[src/rtl/rp_adc_decim.sv]
// Power-of-two decimator/averager for one ADC channel.
// Each window of 2^N valid samples yields either the window mean or its last sample.
module rp_adc_decim #(
  parameter int DW     = 14,
  parameter int SHW    = 5,
  parameter int SH_MAX = 16
) (
  input  logic           adc_clk_i,
  input  logic           adc_rst_i,
  input  logic [DW-1:0]  adc_dat_i,
  input  logic           adc_val_i,
  input  logic [SHW-1:0] cfg_dec_i,
  input  logic           cfg_avg_i,
  input  logic           cfg_sync_i,
  output logic [DW-1:0]  dec_dat_o,
  output logic           dec_val_o
);

  localparam int AW = DW + SH_MAX;

  logic signed [AW-1:0] acc_q, acc_d;
  logic [SH_MAX-1:0]    cnt_q, cnt_d;
  logic [SHW-1:0]       cfg_dec_q, cfg_dec_d;
  logic [DW-1:0]        dat_q, dat_d;
  logic                 val_q, val_d;

  logic [SHW-1:0]       n_clamp;
  logic [SH_MAX-1:0]    last_idx;
  logic signed [AW-1:0] x_ext;
  logic signed [AW-1:0] sum;
  logic                 restart;
  logic                 win_end;

  always_comb begin
    n_clamp  = (cfg_dec_i > SHW'(SH_MAX)) ? SHW'(SH_MAX) : cfg_dec_i;
    restart  = cfg_sync_i || (n_clamp != cfg_dec_q);
    // 2^N - 1 as a mask; shifting a full word by SH_MAX yields 0, so N=SH_MAX gives all ones
    last_idx = ~({SH_MAX{1'b1}} << cfg_dec_q);
    win_end  = (cnt_q == last_idx);
    x_ext    = {{SH_MAX{adc_dat_i[DW-1]}}, adc_dat_i};
    sum      = acc_q + x_ext;
  end

  always_comb begin
    acc_d     = acc_q;
    cnt_d     = cnt_q;
    cfg_dec_d = cfg_dec_q;
    dat_d     = dat_q;
    val_d     = 1'b0;
    if (restart) begin
      acc_d     = '0;
      cnt_d     = '0;
      cfg_dec_d = n_clamp;
    end else if (adc_val_i) begin
      if (win_end) begin
        // Mean fits DW bits after the shift, so truncation only drops sign copies
        dat_d = cfg_avg_i ? DW'(sum >>> cfg_dec_q) : adc_dat_i;
        val_d = 1'b1;
        acc_d = '0;
        cnt_d = '0;
      end else begin
        acc_d = sum;
        cnt_d = cnt_q + SH_MAX'(1);
      end
    end
  end

  always_ff @(posedge adc_clk_i) begin
    if (adc_rst_i) begin
      acc_q     <= '0;
      cnt_q     <= '0;
      cfg_dec_q <= '0;
      dat_q     <= '0;
      val_q     <= 1'b0;
    end else begin
      acc_q     <= acc_d;
      cnt_q     <= cnt_d;
      cfg_dec_q <= cfg_dec_d;
      dat_q     <= dat_d;
      val_q     <= val_d;
    end
  end

  assign dec_dat_o = dat_q;
  assign dec_val_o = val_q;

endmodule

[config.mk]
export PLATFORM = sky130hd
export DESIGN_NAME = rp_adc_decim
export DESIGN_NICKNAME = d
export VERILOG_FILES = /design/src/rtl/rp_adc_decim.sv
export SDC_FILE = /design/constraint.sdc
export NUM_CORES = 1
export LEC_CHECK = 0
export ABC_AREA = 1
export BUFFER_PORTS_ARGS = -buffer_cell sky130_fd_sc_hd__buf_2
export CAP_MARGIN = 15
export CORE_MARGIN = 1
export CORE_UTILIZATION = 52
export DETAILED_ROUTE_END_ITERATION = 8
export GPL_ROUTABILITY_DRIVEN = 0
export PLACE_DENSITY = 0.71
export SETUP_SLACK_MARGIN = 0.2
export SKIP_CTS_REPAIR_TIMING = 1
export SYNTH_ARGS = -nofsm -noshare
export SYNTH_HDL_FRONTEND = slang
export SYNTH_SLANG_ARGS = --single-unit
export TNS_END_PERCENT = 10
[constraint.sdc]
create_clock -name adc_clk_i -period 3.1 [get_ports adc_clk_i]
set_input_delay 0 -clock adc_clk_i [delete_from_list [all_inputs] [get_ports adc_clk_i]]
set_output_delay 0 -clock adc_clk_i [all_outputs]
set_load 0.02 [all_outputs]
# Word-level counts from Yosys, hierarchy flattened
# Cells that the tools add are included.
dict set report word_totals {
  ff_bits 66
  latch_bits 0
  ramBits 0
  rom_bits 0
  input_bits 24
  word_cells 24
  n_memories 0
}
dict set report classes {
  n_addsub 2
  mul 0
  div_mod_pow 0
  magnitude_cmp 1
  eq_ne 2
  shift 2
  n_mux 5
  bitwise 3
  reduce_logical 4
}
# cell count
set op_table {}
lappend op_table {{30-bit by 14-bit adder with 30-bit output} 1}
lappend op_table {{30-bit two-way mux} 1}
lappend op_table {{30-bit by 5-bit >>> shifter with 14-bit output} 1}
lappend op_table {{16-bit by 1-bit adder with 16-bit output (second input constant)} 1}
lappend op_table {{16-bit equality test} 1}
lappend op_table {{16-bit two-way mux} 1}
lappend op_table {{16-bit NOT} 1}
lappend op_table {{16-bit by 5-bit << shifter with 16-bit output (first input constant)} 1}
lappend op_table {{14-bit two-way mux} 1}
lappend op_table {{5-bit greater-than comparator (second input constant)} 1}
lappend op_table {{5-bit two-way mux} 1}
lappend op_table {{5-bit inequality test} 1}
lappend op_table {{3-bit AND reduction} 1}
lappend op_table {{3-bit OR reduction} 1}
lappend op_table {{1-bit NOT} 2}
lappend op_table {{2-bit OR reduction} 1}
lappend op_table {{1-bit logical OR} 1}
lappend op_table {{1-bit two-way mux} 1}

# Depth between registers and ports, before layout
dict set report logic_depth {
  depth_word 6
  ltp_mapped 21
}

# Least setup slack after synthesis
# Ideal clock, no wire load.
dict set report synth_path {
  path_kind {flip-flop to flip-flop}
  from {register acc_q[0]}
  to {register dat_q[11] (netlist: dec_dat_o[11])}
  arrival_time_ns 2.249
  slack_ns 0.719
  stages_incl_launch_ff 21
  path_cell_list {dfxtp_1 -> ha_1 -> fa_1 -> nand3_1 -> nand3_1 -> nand2_1 -> nand2_1 -> nand2_1 -> nand2_1 -> xnor2_1 -> nand2_1 -> nand2_1 -> nand2_1 -> nand2_1 -> nand2_1 -> nand3_1 -> nand2_1 -> nor2_1 -> nand2_1 -> nand2_1 -> a21oi_1}
}
dict set report synth_between {
  elab_chain_cells 3
}
# item line_no
set synth_lines {}
lappend synth_lines {{from (decl)} 21} ;# logic signed [AW-1:0] acc_q, acc_d;
lappend synth_lines {{from (signal assigned)} 70} ;# acc_q <= '0;
lappend synth_lines {{from (signal assigned)} 76} ;# acc_q <= acc_d;
lappend synth_lines {{30-bit by 14-bit adder with 30-bit output} 41} ;# sum = acc_q + x_ext;
lappend synth_lines {{30-bit by 5-bit >>> shifter with 14-bit output} 57} ;# dat_d = cfg_avg_i ? DW'(sum >>> cfg_dec_q) : adc_dat_i;
lappend synth_lines {{14-bit two-way mux} 57}
lappend synth_lines {{to (signal assigned)} 79} ;# dat_q <= dat_d;
lappend synth_lines {{to (decl)} 24} ;# logic [DW-1:0] dat_q, dat_d;
# Every way passes these cells.
# A chain may end at the register's enable or synchronous reset.

# Worst setup path in the final report
dict set report layout_path {
  from {register acc_q[0]}
  to {register dat_q[5] (netlist: dec_dat_o[5])}
}
# Same word-level chain as after synthesis.

==> metrics.md <==
| Metric | Value |
|---|---|
| Worst r2r src | `acc_q[0]` |
| Synth area leaders | `nand2_1 25%, dfxtp_1 20%, nand3_1 15%, inv_1 8.7%, a21oi_1 5.6%` |
| Worst hold slack | `-0.01379 ns` |
| Final setup violating endpoints | `0` |
| Largest stage delay, worst path | `0.38 ns` |
| Combinational Power Share | `22.6%` |
| Seq pwr share | `34.4%` |
| Port Buf Inserts | `38` |
| Failing checks | `negative hold slack` |
| Count leader, synth | `nand2_1` |
| RSZ-0062 raised after global routing | `yes` |
| Top achievable clock speed | `369.4 MHz` |
| CTS tree | `done` |
| Clk slew on worst S/H paths | `0.06 ns` |
| Most frequent CP cell | `nand2_1` |
| Setup TNS Final | `0 ns` |
| FFs w/ async S/R, synth | `0%` |
| Die footprint | `0.01344 sq mm` |
| P_leak | `3.892 nW` |
| Num ports | `39` |
| Number of synthesized register bits | `66` |
| Final worst setup slack | `0.3929 ns` |
| Fin crit period | `2.707 ns` |
| Net Sw Power | `837.2 uW` |
| CP endpoint kind | `flip-flop` |
| Pwr Density | `333.7 mW/mm^2` |
| Sequential share of the synthesized area | `19.57%` |
| Sink Count | `66` |
| Layout cell share with drive strength beyond 1 | `8.976%` |
| Critical Path End | `dec_dat_o[5]` |
| R2R depth | `17` |
| Starting Density | `53.49%` |
| Library cells used by synthesis | `36` |
| Final nets | `1,320` |
| First-pass GRT wire length | `33,090 um` |
| Final Max Slew Viols | `0` |
| Area grow syn2layout | `11.25%` |
| Routed Wire Length | `20,680 um` |
| Syn Std Cell Area | `0.006750 sq mm` |
| Vias per inst | `5.343` |
| Crit path max fanout | `4` |
| Slew at the pin with the worst max-slew slack | `0.7635 ns` |
| Internal power | `1.669 mW` |
| Crit share post-route | `87.33%` |
| Kind of critical path | `reg -> reg` |
| DR WL/cell | `14.34 um` |
| Clock root cell | `clkbuf_16` |
| # fillers | `1,348` |
| DP HPWL | `15,980 um` |
| CTS H-Tree Depth | `3` |
| Antenna diode instance count | `0` |
| VDD IR max | `0.2833 mV` |
| Grt total ovfl | `0` |
| Mapped Nets | `1,293` |
| Initial antenna violation count | `0` |
| Final hold vios | `4` |
| Clk buf depth | `2` |
| Reg2Reg Capture Point | `dec_dat_o[5]` |
| Chip Width | `115.9 um` |
| FF-to-FF setup slack | `0.39 ns` |
| Row count | `41` |
| CTS Buf Count | `9` |
| HP Class | `in -> reg` |
| Max Cap Violations | `0` |
| Iter 0 DRT Violations | `623` |
| Synth top cells by count | `458 x nand2_1, 198 x nand3_1, 156 x inv_1, 94 x nor2_1, 76 x a21oi_1` |
| Synth top area share | `25.47%` |
| Crit path max-delay cell type | `fa_2` |
| Syn avg cell area | `5.453 sq um` |
| Synthesis Warnings | `0` |
| Vias | `7,704` |
| Synth area leader | `nand2_1` |
| Dominant synthesized flop cell | `dfxtp_1` |
| Max_slew headroom | `48.91%` |
| Crit path DAT | `2.92 ns` |
| 1st-pass router iterations | `6` |
| Worst skew pair latency | `0.35 ns` |
| DIE HEIGHT | `115.9 um` |
| Status | `finished, violations left` |
| Core Area | `0.01262 sq mm` |
| Startpoint types | `flip-flop` |
| Worst setup startpoint | `acc_q[0]` |
| Critical path, cell by cell | `ha_2 -> fa_2 -> nand3_1 -> nand3_2 -> nand2_1 -> nand2_1 -> xnor2_1 -> nand2_1 -> nand3_1 -> and2_1 -> nand2_1 -> nand3_1 -> nand3_1 -> inv_1 -> nand2_1 -> nand2_1 -> a21oi_1` |
| Skew final | `0.01070 ns` |
| Final ANT Viol Nets | `0` |
| Switching share of power | `33.41%` |
| Clock power frac | `43.0%` |
| Cell count after synthesis | `1,238` |
| CP required | `3.31 ns` |
| Pin count of the biggest net entering global routing | `37` |
| Vias in the first global route | `6,761` |
| Post-synth EDFFs | `0` |
| # DRC | `0` |
| Overall global routing resource usage | `31.70%` |
| Pre-CTS WS | `0.2039 ns` |
[worst min-delay path by stage]
stage	from	to	slack (ns)	cells past startpoint
finish	cfg_dec_i[2]	cfg_dec_q[2]	-0.01	3
global route	cfg_dec_i[2]	cfg_dec_q[2]	0.008	3
floorplan	cfg_dec_i[4]	cfg_dec_q[4]	0.14	2
CTS	cfg_dec_i[3]	cfg_dec_q[3]	-0.07	3
global placement	cfg_dec_i[3]	cfg_dec_q[3]	0.29	3
detailed placement	cfg_dec_i[3]	cfg_dec_q[3]	0.28	3
[per-stage QoR]
stage	hold WS (ns)	util (%)	total power, mW	instance area, sq um	cells
CTS	-0.07126	58.52	2.503	7385	1437
detailed placement	0.2844	56.13	1.423	7083	1421
floorplan	0.1445	-	1.275	6750	1238
global placement	0.2864	56.13	1.422	7083	1421
global route	0.008001	59.51	2.618	7510	1442
finish	-0.01379	59.51	2.506	7510	1442
[flip-flops by register name (all words and copies together) (netlist names)]
name	count
dec_val_o	1
cnt_q	16
acc_q	30
cfg_dec_q	5
dec_dat_o	14
[placed cells by master, fill, tap and decap left out, types with 3 or more instances in the layout]
cell and count:
buf_2 38, nor3b_1 5, nor4_1 3, ha_2 4
o21bai_1 4, nor2_1 92, ha_1 26, inv_2 5
nor3_1 5, nand2_1 453, a21oi_1 76, buf_4 17
inv_1 156, xnor2_1 8, and2_1 4, clkbuf_16 9
o21ai_0 18, nand4_1 10, or2_2 6, nand2_2 5
nand3_2 6, nor2_2 6, nor3_2 3, nor2_4 4
dfxtp_1 66, nand3_1 192, o211ai_1 6, xor2_1 22
[power by group through the flow]
stage	registers (mW)	logic [mW]	clock network, mW
floorplan	0.877	0.398	0
global placement	0.881	0.541	0
detailed placement	0.881	0.542	0
CTS	0.862	0.545	1.10
global route	0.863	0.633	1.12
finish	0.862	0.566	1.08
[logic make-up after synthesis]
group,after synthesis,share of synthesized area [%]
and+or+nand+nor,798,50.31
buffers and inverters,203,11.64
AOI/OAI and AO/OA,108,8.452
DFF,66,19.57
xor gates and xnor gates,31,4.022
adders and majority gates,31,5.857
muxes,1,0.1483
[routing by layer]
layer / vias up / track usage, % / share of wire (%)
li1: 3997 / - / -
met1: 3384 / 41.02 / 45
met2: 282 / 52.02 / 44
met3: 41 / 4.864 / 6.9
met4: 0 / 14.02 / 3.7
met5: - / 0 / 0
[critical path: cells and delay by family, from the launching register on]
kind	cells	cell delay [ns]
and+or+nand+nor	12	1.20
adders and majority gates	2	0.59
DFF	1	0.32
xor gates and xnor gates	1	0.32
buffers and inverters	1	0.08
AOI/OAI and AO/OA	1	0.06
[area by class of cell]
cell class / instances / area, sq um / area share (%)
Sequential cell: 66 / 1321 / 17.59
Clock buffer: 9 / 225.2 / 2.999
Clock inverter: 7 / 76.32 / 1.016
Multi-Input combinational cell: 969 / 4726 / 62.93
Tap cell: 172 / 215.2 / 2.866
Timing Repair Buffer: 57 / 337.8 / 4.499
Inverter: 162 / 608.1 / 8.097
Power figures use the tool's default switching activity.
